--- src/rtl/lib_arb_pkg.sv ---
// Shared arbitration types and one-hot helpers for the LIB round-robin grant controller.
package lib_arb_pkg;

  localparam int MAX_N = 64;
  localparam int IDX_W = $clog2(MAX_N);

  typedef enum logic {IDLE, LOCKED} arb_state_t;

  // Rotate the low n bits of v left by one; bit n-1 wraps to bit 0.
  function automatic logic [MAX_N-1:0] rotl1(input logic [MAX_N-1:0] v, input int n);
    logic [MAX_N-1:0] r;
    r = '0;
    for (int i = 0; i < MAX_N - 1; i++)
      if (i < n - 1) r[i+1] = v[i];
    r[0] = v[n-1];
    return r;
  endfunction

  function automatic logic [IDX_W-1:0] onehot2bin(input logic [MAX_N-1:0] v);
    logic [IDX_W-1:0] b;
    b = '0;
    for (int i = 0; i < MAX_N; i++)
      if (v[i]) b = b | IDX_W'(i);
    return b;
  endfunction

endpackage

--- src/rtl/lib_rr_grant_ctrl_if.sv ---
// Request/grant bundle between requesters (master) and the grant controller (slave).
interface lib_rr_grant_ctrl_if #(parameter int N = 16);
  localparam int IW = (N > 1) ? $clog2(N) : 1;

  logic [N-1:0]  i_request;
  logic [N-1:0]  i_release;
  logic [N-1:0]  o_grant;
  logic [IW-1:0] o_grant_idx;
  logic          o_anyGnt;
  logic [N-1:0]  o_priority;

  modport master (output i_request, i_release,
                  input  o_grant, o_grant_idx, o_anyGnt, o_priority);
  modport slave  (input  i_request, i_release,
                  output o_grant, o_grant_idx, o_anyGnt, o_priority);
endinterface

--- src/rtl/lib_rr_grant_ctrl_ppe.sv ---
// Programmable priority encoder: first request at or above the one-hot priority, circular.
// Purely combinational; group carries give the look-ahead, LAH=0 is one plain ripple chain.
module lib_rr_grant_ctrl_ppe #(
  parameter int N   = 16,
  parameter int LAH = 4
) (
  input  logic [N-1:0] i_request,
  input  logic [N-1:0] i_priority,
  output logic [N-1:0] o_grant,
  output logic         o_any
);
  localparam int GS = (LAH == 0) ? N : LAH;
  localparam int NG = N / GS;

  if ((N % GS) != 0) begin : g_bad_lah
    $error("lib_rr_grant_ctrl_ppe: N must be a multiple of LAH");
  end

  logic [NG-1:0] gen, prop, cin;

  // The search token starts at the priority bit and runs upward until it hits a request.
  // Two passes over the group chain close the circular wrap without a combinational loop.
  always_comb begin
    logic c, s;
    gen     = '0;
    prop    = '0;
    cin     = '0;
    o_grant = '0;
    c       = 1'b0;
    s       = 1'b0;
    for (int k = 0; k < NG; k++) begin
      c = 1'b0;
      for (int j = 0; j < GS; j++) begin
        s = i_priority[k*GS+j] | c;
        c = s & ~i_request[k*GS+j];
      end
      gen[k]  = c;
      prop[k] = ~|i_request[k*GS +: GS];
    end
    c = 1'b0;
    for (int k = 0; k < NG; k++) c = gen[k] | (prop[k] & c);
    for (int k = 0; k < NG; k++) begin
      cin[k] = c;
      c      = gen[k] | (prop[k] & c);
    end
    for (int k = 0; k < NG; k++) begin
      c = cin[k];
      for (int j = 0; j < GS; j++) begin
        s               = i_priority[k*GS+j] | c;
        o_grant[k*GS+j] = i_request[k*GS+j] & s;
        c               = s & ~i_request[k*GS+j];
      end
    end
  end

  assign o_any = |o_grant;

endmodule

--- src/rtl/lib_rr_grant_ctrl.sv ---
// Round-robin grant controller: owns the rotating pointer, locks the grant until release,
// and hands over with no bubble when another requester is waiting.
module lib_rr_grant_ctrl
  import lib_arb_pkg::*;
#(
  parameter int N   = 16,
  parameter int LAH = 4
) (
  input  logic                i_clk,
  input  logic                i_reset_n,
  lib_rr_grant_ctrl_if.slave  bus
);
  localparam int IW = (N > 1) ? $clog2(N) : 1;

  if (N > MAX_N) begin : g_bad_n
    $error("lib_rr_grant_ctrl: N exceeds MAX_N");
  end

  arb_state_t    state_q, state_d;
  logic [N-1:0]  grant_q, grant_d;
  logic [N-1:0]  ptr_q, ptr_d;
  logic [IW-1:0] idx_q, idx_d;
  logic          any_q;

  logic [N-1:0]     ptr_next, ppe_pri, ppe_gnt;
  logic [MAX_N-1:0] rot_full;
  logic [IDX_W-1:0] idx_full;
  logic             ppe_any, rel_evt;

  assign rot_full = rotl1(MAX_N'(grant_q), N);
  assign ptr_next = rot_full[N-1:0];
  assign ppe_pri  = (state_q == LOCKED) ? ptr_next : ptr_q;

  // A dropped request counts as an implicit release; releases of non-holders never match.
  assign rel_evt = (state_q == LOCKED) &&
                   ((|(grant_q & bus.i_release)) || !(|(grant_q & bus.i_request)));

  lib_rr_grant_ctrl_ppe #(.N(N), .LAH(LAH)) u_ppe (
    .i_request  (bus.i_request),
    .i_priority (ppe_pri),
    .o_grant    (ppe_gnt),
    .o_any      (ppe_any)
  );

  always_comb begin
    state_d = state_q;
    grant_d = grant_q;
    ptr_d   = ptr_q;
    case (state_q)
      IDLE: begin
        if (ppe_any) begin
          grant_d = ppe_gnt;
          state_d = LOCKED;
        end
      end
      LOCKED: begin
        if (rel_evt) begin
          ptr_d   = ptr_next;
          grant_d = ppe_gnt;
          state_d = ppe_any ? LOCKED : IDLE;
        end
      end
      default: state_d = IDLE;
    endcase
  end

  assign idx_full = onehot2bin(MAX_N'(grant_d));
  assign idx_d    = idx_full[IW-1:0];

  always_ff @(posedge i_clk or negedge i_reset_n) begin
    if (!i_reset_n) begin
      state_q <= IDLE;
      grant_q <= '0;
      ptr_q   <= N'(1);
      idx_q   <= '0;
      any_q   <= 1'b0;
    end else begin
      state_q <= state_d;
      grant_q <= grant_d;
      ptr_q   <= ptr_d;
      idx_q   <= idx_d;
      any_q   <= |grant_d;
    end
  end

  assign bus.o_grant     = grant_q;
  assign bus.o_grant_idx = idx_q;
  assign bus.o_anyGnt    = any_q;
  assign bus.o_priority  = ptr_q;

endmodule

--- src/flat_wrapper.sv ---
// flat-port wrapper written by rule: the top's interface ports become plain ports
module lib_rr_grant_ctrl_flat import lib_arb_pkg::*;
#(
  parameter int N   = 16,
  parameter int LAH = 4
)
  (i_clk, i_reset_n, bus_i_request, bus_i_release, bus_o_grant, bus_o_grant_idx, bus_o_anyGnt, bus_o_priority);
  lib_rr_grant_ctrl_if #(.N(N)) bus_i ();
  input  logic i_clk;
  input  logic i_reset_n;
  input wire logic [$bits(bus_i.i_request)-1:0] bus_i_request;
  input wire logic [$bits(bus_i.i_release)-1:0] bus_i_release;
  output wire logic [$bits(bus_i.o_grant)-1:0] bus_o_grant;
  output wire logic [$bits(bus_i.o_grant_idx)-1:0] bus_o_grant_idx;
  output wire logic [$bits(bus_i.o_anyGnt)-1:0] bus_o_anyGnt;
  output wire logic [$bits(bus_i.o_priority)-1:0] bus_o_priority;
  assign bus_i.i_request = bus_i_request;
  assign bus_i.i_release = bus_i_release;
  assign bus_o_grant = bus_i.o_grant;
  assign bus_o_grant_idx = bus_i.o_grant_idx;
  assign bus_o_anyGnt = bus_i.o_anyGnt;
  assign bus_o_priority = bus_i.o_priority;
  lib_rr_grant_ctrl #(.N(N), .LAH(LAH)) u_core (.i_clk(i_clk), .i_reset_n(i_reset_n), .bus(bus_i));
endmodule
--- config.mk ---
export PLATFORM = sky130hd
export DESIGN_NAME = lib_rr_grant_ctrl_flat
export DESIGN_NICKNAME = d
export VERILOG_FILES = /design/src/rtl/lib_arb_pkg.sv /design/src/rtl/lib_rr_grant_ctrl_if.sv /design/src/rtl/lib_rr_grant_ctrl_ppe.sv /design/src/rtl/lib_rr_grant_ctrl.sv /design/src/flat_wrapper.sv
export SDC_FILE = /design/constraint.sdc
export NUM_CORES = 1
export LEC_CHECK = 0
export CAP_MARGIN = 20
export CORE_ASPECT_RATIO = 0.5
export CORE_UTILIZATION = 55
export DETAILED_ROUTE_END_ITERATION = 8
export PLACE_DENSITY = 0.87
export SLEW_MARGIN = 40
export SYNTH_ARGS = -nofsm -noshare
export SYNTH_HDL_FRONTEND = slang
export SYNTH_SLANG_ARGS = --single-unit
--- constraint.sdc ---
create_clock -name i_clk -period 4.8 [get_ports i_clk]
set_clock_uncertainty 0.1 [all_clocks]
set_input_delay 0.72 -clock i_clk [delete_from_list [all_inputs] [get_ports i_clk]]
set_output_delay 0.72 -clock i_clk [all_outputs]
set_load 0.01 [all_outputs]
# Yosys cells after proc, flatten, opt, wreduce, memory -nomap -nowiden
# Index checks and enable logic that the tools add are counted.
# Widths: inputs -> output; s select.
# totals
input_bits,34
word_cells,146
output_inout_bits,37
reg_bits,38
# classes
n_bitwise,103
reduce_logical,16
muxes,22
# op_table
cell,n
$reduce_or 16->1,4
$and 1x1->1,50
$mux 16,3
$or 1x1->1,34
$and 16x16->16,2
$mux 4,8
$pmux 16 s2,1
$not 1->1,17
$reduce_or 4->1,4
$mux 3,4
$logic_not 1->1,5
$mux 2,2
$mux 1,3
$pmux 1 s2,1
$reduce_and 2->1,1
$logic_and 1x1->1,1
$logic_or 1x1->1,1

# Depth between registers and ports, before layout
# Gate-level depths: netlist (run 1).
# logic_depth
word_depth,46
depth_mapped,14
ltp_nobuf,10

# Modules after synthesis
# Synthesis (run 1) repeated with hierarchy kept, for this count alone.
# unflattened
hier_cells,246
area_unflattened_um2,2618.8
# by_module_without_submodules
module,area_per_inst_um2,cells_per_inst,n_inst
lib_rr_grant_ctrl,2001.9,145,1
lib_rr_grant_ctrl_ppe,616.8,101,1

# Least setup slack after synthesis (run 1)
# No wires, ideal clock.
# synth_timing
kind,in2reg
from,in bus_i_request[13]
to,reg u_core.grant_q[12] (netlist: u_core.bus.o_grant[12])
path_stages,12
path_slack_ns,1.094
arrival_ns,3.481
required_time_ns,4.575
path_cell_list,buf_6 or4_4 o22ai_2 nor2_1 a31o_4 a221o_1 a22o_1 and4_1 buf_6 a31oi_4 buf_12 mux2_4
# synth_between
elab_chain_cells,24
# synth_lines
item,line,rtl
from (decl),flat_wrapper.sv:11,input wire logic [$bits(bus_i.i_request)-1:0] bus_i_request;
$not 1->1,"lib_rr_grant_ctrl_ppe.sv:35, lib_rr_grant_ctrl_ppe.sv:51",
$and 1x1->1,lib_rr_grant_ctrl_ppe.sv:35,c = s & ~i_request[k*GS+j];
$or 1x1->1,lib_rr_grant_ctrl_ppe.sv:34,s = i_priority[k*GS+j] | c;
$and 1x1->1,lib_rr_grant_ctrl_ppe.sv:35,
$or 1x1->1,lib_rr_grant_ctrl_ppe.sv:34,
$and 1x1->1,lib_rr_grant_ctrl_ppe.sv:35,
$or 1x1->1,lib_rr_grant_ctrl_ppe.sv:41,for (int k = 0; k < NG; k++) c = gen[k] | (prop[k] & c);
$and 1x1->1,lib_rr_grant_ctrl_ppe.sv:44,c = gen[k] | (prop[k] & c);
[... 9 more ...],--,
$or 1x1->1,lib_rr_grant_ctrl_ppe.sv:49,s = i_priority[k*GS+j] | c;
$and 1x1->1,lib_rr_grant_ctrl_ppe.sv:51,c = s & ~i_request[k*GS+j];
$or 1x1->1,lib_rr_grant_ctrl_ppe.sv:49,
$and 1x1->1,lib_rr_grant_ctrl_ppe.sv:50,o_grant[k*GS+j] = i_request[k*GS+j] & s;
$reduce_or 16->1,lib_rr_grant_ctrl_ppe.sv:56,assign o_any = |o_grant;
$mux 16,lib_rr_grant_ctrl.sv:51,if (ppe_any) begin
$pmux 16 s2 (*),lib_rr_grant_ctrl.sv:49,case (state_q)
net u_core.grant_d[12],lib_rr_grant_ctrl.sv:20,"logic [N-1:0] grant_q, grant_d;"
to (signal assigned),lib_rr_grant_ctrl.sv:79,grant_q <= grant_d;
to (decl),lib_rr_grant_ctrl.sv:20,
# The timed path passes the listed nets; every way through them passes the cells marked *.
# A chain may end at the register's enable or synchronous reset.

# Worst setup path after layout (run 1)
# layout_timing
from,in bus_i_request[1]
to,reg u_core.grant_q[12] (netlist: u_core.bus.o_grant[12])
# layout_between
elab_chain_cells,29
# layout_lines
item,line
$not 1->1,"lib_rr_grant_ctrl_ppe.sv:35, lib_rr_grant_ctrl_ppe.sv:51"
$and 1x1->1,lib_rr_grant_ctrl_ppe.sv:35
$or 1x1->1,lib_rr_grant_ctrl_ppe.sv:34
$and 1x1->1,lib_rr_grant_ctrl_ppe.sv:35
$or 1x1->1,lib_rr_grant_ctrl_ppe.sv:34
$and 1x1->1,lib_rr_grant_ctrl_ppe.sv:35
$and 1x1->1,lib_rr_grant_ctrl_ppe.sv:41
$or 1x1->1,lib_rr_grant_ctrl_ppe.sv:41
[... 14 more ...],--
$or 1x1->1,lib_rr_grant_ctrl_ppe.sv:49
$and 1x1->1,lib_rr_grant_ctrl_ppe.sv:51
$or 1x1->1,lib_rr_grant_ctrl_ppe.sv:49
$and 1x1->1,lib_rr_grant_ctrl_ppe.sv:50
$reduce_or 16->1,lib_rr_grant_ctrl_ppe.sv:56
$mux 16,lib_rr_grant_ctrl.sv:51
$pmux 16 s2 (*),lib_rr_grant_ctrl.sv:49
net u_core.grant_d[12],lib_rr_grant_ctrl.sv:20
# Marks and branches as above.

==> metrics.txt, run 1 <==
Power Dens Cells 635 nW/um2; cell taking the most area after synthesis dfrtp_1; crit start category input port; hold slack 288 ps; Post-Synth XOR/XNOR Area 0%; ys flop type dfrtp_1; Slew @ Worst Pin 696 ps; nature of the critical path endpoint register; drt total wl 10.2 mm; Yosys cell types between 70 and 80; Hold WC Path Type input port to asynchronous set/reset pin; area delta synth->final 27.5%; port bufs 70; Die ar. 5760 um2; Post-layout nets 442; initial antenna violation count 0; average vias per placed instance roughly 6.6; GP Congestion 0.999; register bit count reported by yosys 38; Starting DRT DRC Count 372; Worst slew margin 53.1%; critical path arrival ~4300 ps; Mapped Cells around 340; Adder-Cell Fraction of Synth Area 0%; Core Region a little over 5000 um2; Clock Root Buffer clkbuf_8; via count 3172; critical path class input port to register; Total Routing Usage GR 36.5%; DP Cell Count 471; TNS Setup 0 ps; Mean Syn Cell Area 8.88 um2; number of flops mapped to enable cells by yosys 0; Remaining Overflow, GRT 0; Finished Core Util 75.0%; Wirelength per Cell 21.3 um; CTS Buf Count 5; Antenna Violating Nets Remaining 0; Clock transition at path regs 80 ps; layout cells sized above 1 16.1%; Pre-Repair DR Iteration Count 6; sequential element share of the synthesized area 31.8%; Setup WS post-layout 545 ps; Synth async-reset ratio 100%; Residual DRC 0; Clock Latency Late Sink about 300 ps; initial core utilization about three fifths; Post-Synth Simple-Gate Area between 20% and 30%; max-cap violation count 0; # hold bufs at CTS 0; CTS H-Tree Depth 2; largest family of logic cells by synthesized area compound AO/OA/AOI/OAI gates; RSZ-0062 raised after global routing no; first-pass GRT wire length between 15 and 20 mm; Chip Height roughly 54 um; fin crit period 4260 ps; Fillers approximately 380; top post-synthesis cells by area dfrtp_1 31%, mux2_2 5.3%, mux2i_1 5.0%; final cell count without fillers 479; Req. time, crit path 4880 ps; post-CTS resize count 0; vias in the first global route 2776; Max Fclk 235 MHz; row count 18; fin crit share 88.7%; most frequent cells in the layout 69 x clkdlybuf4s50_1, 37 x dfrtp_1, 34 x nand2_1; Mapped Area 2990 um2; Post-CTS Setup Bufs 0; final hold vios 0; Critical Path, Cell by Cell clkdlybuf4s50_1, or4_1, o22ai_1, a21oi_2, o31ai_2, o31ai_1, a31oi_1, and4b_1, a31oi_4, buf_4, mux2_4; Top-Level Pins between 70 and 80; TritonCTS clock tree built; max-slew violations 0; syn_nets 371; die span in x 106 um; largest fanout on the critical path 10; setup violators final 0; commonest non-fill, non-tap cell in the layout clkdlybuf4s50_1; Slowest-stage cell, CP or4_1; n_diodes 0; Yosys top cell area share 30.9%; status finished clean; setup slack at placement 350 ps; Pleak 1.63 nW; Yosys warning total 0; Worst VDD drop 0.345 mV; largest stage delay on the critical path 560 ps; CTS Buffer Depth 2; post-synthesis mux area share 12.3%; largest net degree at the start of global routing 39; hpwl dp around 8 mm; CTS Sinks 38; Compound-Gate Fraction of Synth Area 27.0%
[critical path: cells and delay by family]
kind                   cells  cell delay, ps
muxes                      1             320
buffers and inverters      2             830
and+or+nand+nor            2             870
AOI/OAI and AO/OA          6            1610
[report_power, final]
group          internal [mW]  switching [mW]  leakage (nW)  total, mW
Combinational          0.722           0.891          1.09       1.61
Sequential             0.425           0.153         0.496      0.579
Clock                  0.116           0.114        0.0482      0.230
[Yosys cell counts (5+ instances only)]
cell type	n
dfrtp_1	37
nand2_1	34
o21ai_0	26
inv_1	18
a22oi_1	17
nor2_1	17
mux2i_1	15
mux2_2	14
a21oi_1	11
nand2b_1	11
nor3_1	11
nand3_1	9
nor2b_1	7
clkbuf_1	6
nand4_1	6
nor4_1	5
[flip-flops by register name, indices dropped and copies added, names as in the netlist]
name and cells:
u_core.bus.o_anyGnt 1, u_core.bus.o_grant 16, u_core.state_q 1, u_core.bus.o_grant_idx 4, u_core.bus.o_priority 16
[logic make-up (layout without fill, tap and decap cells)]
| kind of cell | count (synthesis) | after routing |
|---|---|---|
| buffers and inverters | 34 | 106 |
| AND/OR/NAND/NOR | 124 | 124 |
| flip-flops | 38 | 38 |
| AO/OA/AOI/OAI | 108 | 108 |
| multiplexers | 33 | 33 |
[area by class of cell]
class | count | area [um2] | share of cell area (%)
multi-input combinational | 265 | 1840 | 48.3
timing repair buffer | 80 | 773 | 20.3
inverter | 18 | 67.6 | 1.77
tap | 70 | 87.6 | 2.30
clock inverter | 1 | 5.00 | 0.131
clock buffer | 7 | 86.3 | 2.26
sequential | 38 | 952 | 25.0
[stage by stage]
step / power (mW) / area, um2
6_report: 2.42 / 3820
3_5_place_dp: 2.13 / 3720
3_3_place_gp: 2.10 / 3720
5_1_grt: 2.54 / 3820
4_1_cts: 2.36 / 3810
2_1_floorplan: 1.61 / 2990
[per-layer routing]
layer	share of wire, %	vias up	track usage [%]
met1	44	1487	54.5
met2	41	236	53.4
met3	14	23	7.75
li1	-	1426	-
met5	0	-	0
met4	1.4	0	9.26
[worst paths after layout]
path                                            from                         to  slack (ps)  cells after the start
setup reg to reg                      u_core.state_q     u_core.bus.o_grant[12]         720                     11
setup / recovery                    bus_i_request[1]     u_core.bus.o_grant[12]         540                     11
hold reg to reg            u_core.bus.o_priority[11]  u_core.bus.o_priority[11]         410                      2
max in group asynchronous                  i_reset_n   u_core.bus.o_priority[0]        3950                      1
hold / removal                             i_reset_n      u_core.bus.o_grant[8]         290                      1
min in group i_clk         u_core.bus.o_priority[11]  u_core.bus.o_priority[11]         410                      2
No activity file was read; power rests on OpenSTA's default activity.
==> run 2: changes to the inputs <==
Settings changed: CORE_UTILIZATION 55 to 52, CTS_BUF_LIST set to sky130_fd_sc_hd__clkbuf_8, PLACE_DENSITY 0.87 to 0.83, SETUP_SLACK_MARGIN set to 0.1.
Clock period 4.8 ns to 4.75 ns, I/O delays scaled along.
==> metrics.txt, run 2 (synthesized netlist as in run 1, its figures left out) <==
status finished clean (unchanged); fin crit period about 4300 ps; Clk pwr share 9.5% (about the same); area of the multi-input gates 1840 um2 (unchanged); layout cells sized above 1 17.6% (was 16.1%); r2r startpoint u_core.state_q (unchanged); most frequent cells in the layout 69 x clkdlybuf4s50_1, 37 x dfrtp_1, 34 x nand2_1 (unchanged); sequential cell area 952 um2 (unchanged); Reg2Reg Depth 12 (was 11); setup slack at placement 224 ps (was 350 ps); Worst VDD drop 0.422 mV (was 0.345 mV); Max Fclk ~230 MHz; Logic pwr share 66.9% (was 66.6%); post-CTS resize count 0 (unchanged); max-cap violation count 0 (unchanged); commonest non-fill, non-tap cell in the layout clkdlybuf4s50_1 (unchanged); DP Cell Count 480 (was 471); critical path arrival 4380 ps (was 4340 ps); Die ar. 6080 um2 (was 5760 um2); CTS H-Tree Depth 2 (unchanged); nature of the critical path endpoint register (unchanged); Post-CTS Setup Bufs 0 (unchanged); Clock Latency Late Sink 300 ps (about the same); register-to-register path setup slack 690 ps (was 720 ps); via count 3136 (was 3172); hpwl dp 8.38 mm (was 7.83 mm); CTS Buf Count 5 (unchanged); Antenna Violating Nets Remaining 0 (unchanged); n_diodes 0 (unchanged); Switching Share 47.3% (was 47.8%); Fillers 444 (was 377); Starting DRT DRC Count 315 (was 372); setup violators final 0 (unchanged); CTS Buffer Depth 2 (unchanged); final hold vios 0 (unchanged); TritonCTS clock tree built (unchanged); GP Congestion 1.00 (was 0.999); Power Dens Cells 636 nW/um2 (was 635 nW/um2); port bufs 70 (unchanged); critical path class input port to register (unchanged); Worst slew margin 52.6% (was 53.1%); Core Region 5520 um2 (was 5090 um2); sequential power share 23.7% (was 23.9%); initial core utilization 54.3% (was 58.8%); Slew @ Worst Pin 703 ps (was 696 ps); switching power 1.17 mW (was 1.16 mW); Pleak 1.66 nW (was 1.63 nW); area delta synth->final 29.6% (was 27.5%); initial antenna violation count 0 (unchanged); Chip Height 55.7 um (was 54.2 um); Wirelength per Cell 21.8 um (was 21.3 um); drt total wl 10.7 mm (was 10.2 mm); placed inst area 3780 um2 (was 3720 um2); TNS Setup 0 ps (unchanged); r2r endpoint u_core.bus.o_grant[12] (unchanged); P_int 1.30 mW (was 1.26 mW); max-slew violations 0 (unchanged); Final Power 2.47 mW (was 2.42 mW); largest net degree at the start of global routing 39 (unchanged); first-pass GRT wire length 16.5 mm (was 15.2 mm); Setup WS post-layout 450 ps (was 545 ps); Residual DRC 0 (unchanged); Remaining Overflow, GRT 0 (unchanged); Clock Root Buffer clkbuf_8 (unchanged); Total Routing Usage GR 36.7% (was 36.5%); CTS Sinks 38 (unchanged); row count 19 (was 18); fin area 3880 um2 (was 3820 um2); crit start category input port (unchanged); Top-Level Pins 71 (unchanged); Hold WC Path Type input port to asynchronous set/reset pin (unchanged); vias in the first global route 3023 (was 2776); RSZ-0062 raised after global routing no (unchanged); largest fanout on the critical path 11 (was 10); die span in x 109 um (was 106 um); # hold bufs at CTS 0 (unchanged); Post-layout nets 448 (was 442); average vias per placed instance 6.43 (was 6.62); Clock transition at path regs 80 ps (about the same); Pre-Repair DR Iteration Count 5 (was 6); fin crit share 90.5%; final cell count without fillers 488 (was 479); Req. time, crit path 4830 ps (was 4880 ps)
run 2: power by group through the flow:
stage	clock, mW	combinational (mW)	sequential, mW
3_5_place_dp	0	1.61	0.583
2_1_floorplan	0	1.07	0.561
4_1_cts	0.236	1.61	0.577
5_1_grt	0.249	1.76	0.595
3_3_place_gp	0	1.57	0.575
6_report	0.233	1.65	0.584
run 2: layer usage:
metal | routed length (um) | GRT usage (%) | part of all wire [%] | up-vias
li1 | - | - | - | 1426
met1 | 4860 | 54.0 | 46 | 1516
met2 | 4480 | 52.1 | 42 | 178
met3 | 1180 | 12.4 | 11 | 16
met4 | 131 | 7.24 | 1.2 | 0
met5 | 0 | 0 | 0 | -
run 2: worst max-delay path: stages:
cell	delay [ps]
clkdlybuf4s50_1	560
or4_1	570
o22ai_1	240
a21oi_2	130
o31ai_2	380
o31ai_1	160
a31oi_1	370
and4b_1	330
a31oi_4	340
buf_4	270
mux2_4	320
run 2: layout make-up:
| cell class | instances | share of cell area [%] |
|---|---|---|
| clock buffers | 6 | 2.13 |
| multi-input cells | 265 | 47.5 |
| clock inverters | 2 | 0.322 |
| well taps | 73 | 2.35 |
| repair buffers | 86 | 21.4 |
| inverters | 18 | 1.74 |
| flip-flops and latches | 38 | 24.5 |
run 2: stage by stage:
stage	util [%]	hold slack (ps)
floorplan	-	317
global placement	68.6	377
detailed placement	68.6	400
CTS	70.3	414
global route	70.4	302
finish	70.4	270
run 2: worst max-delay path by stage:
stage,start,to,slack [ps],depth (start not counted)
after floorplan,bus_i_request[13],u_core.bus.o_grant[12],1050,12
after global placement,bus_i_request[1],u_core.bus.o_grant_idx[0],320,12
after detailed placement,bus_i_request[1],u_core.bus.o_grant[12],220,11
after CTS,bus_i_request[1],u_core.bus.o_grant[12],530,11
after global routing,bus_i_request[1],u_core.bus.o_grant_idx[0],250,12
final,bus_i_request[1],u_core.bus.o_grant[12],450,11
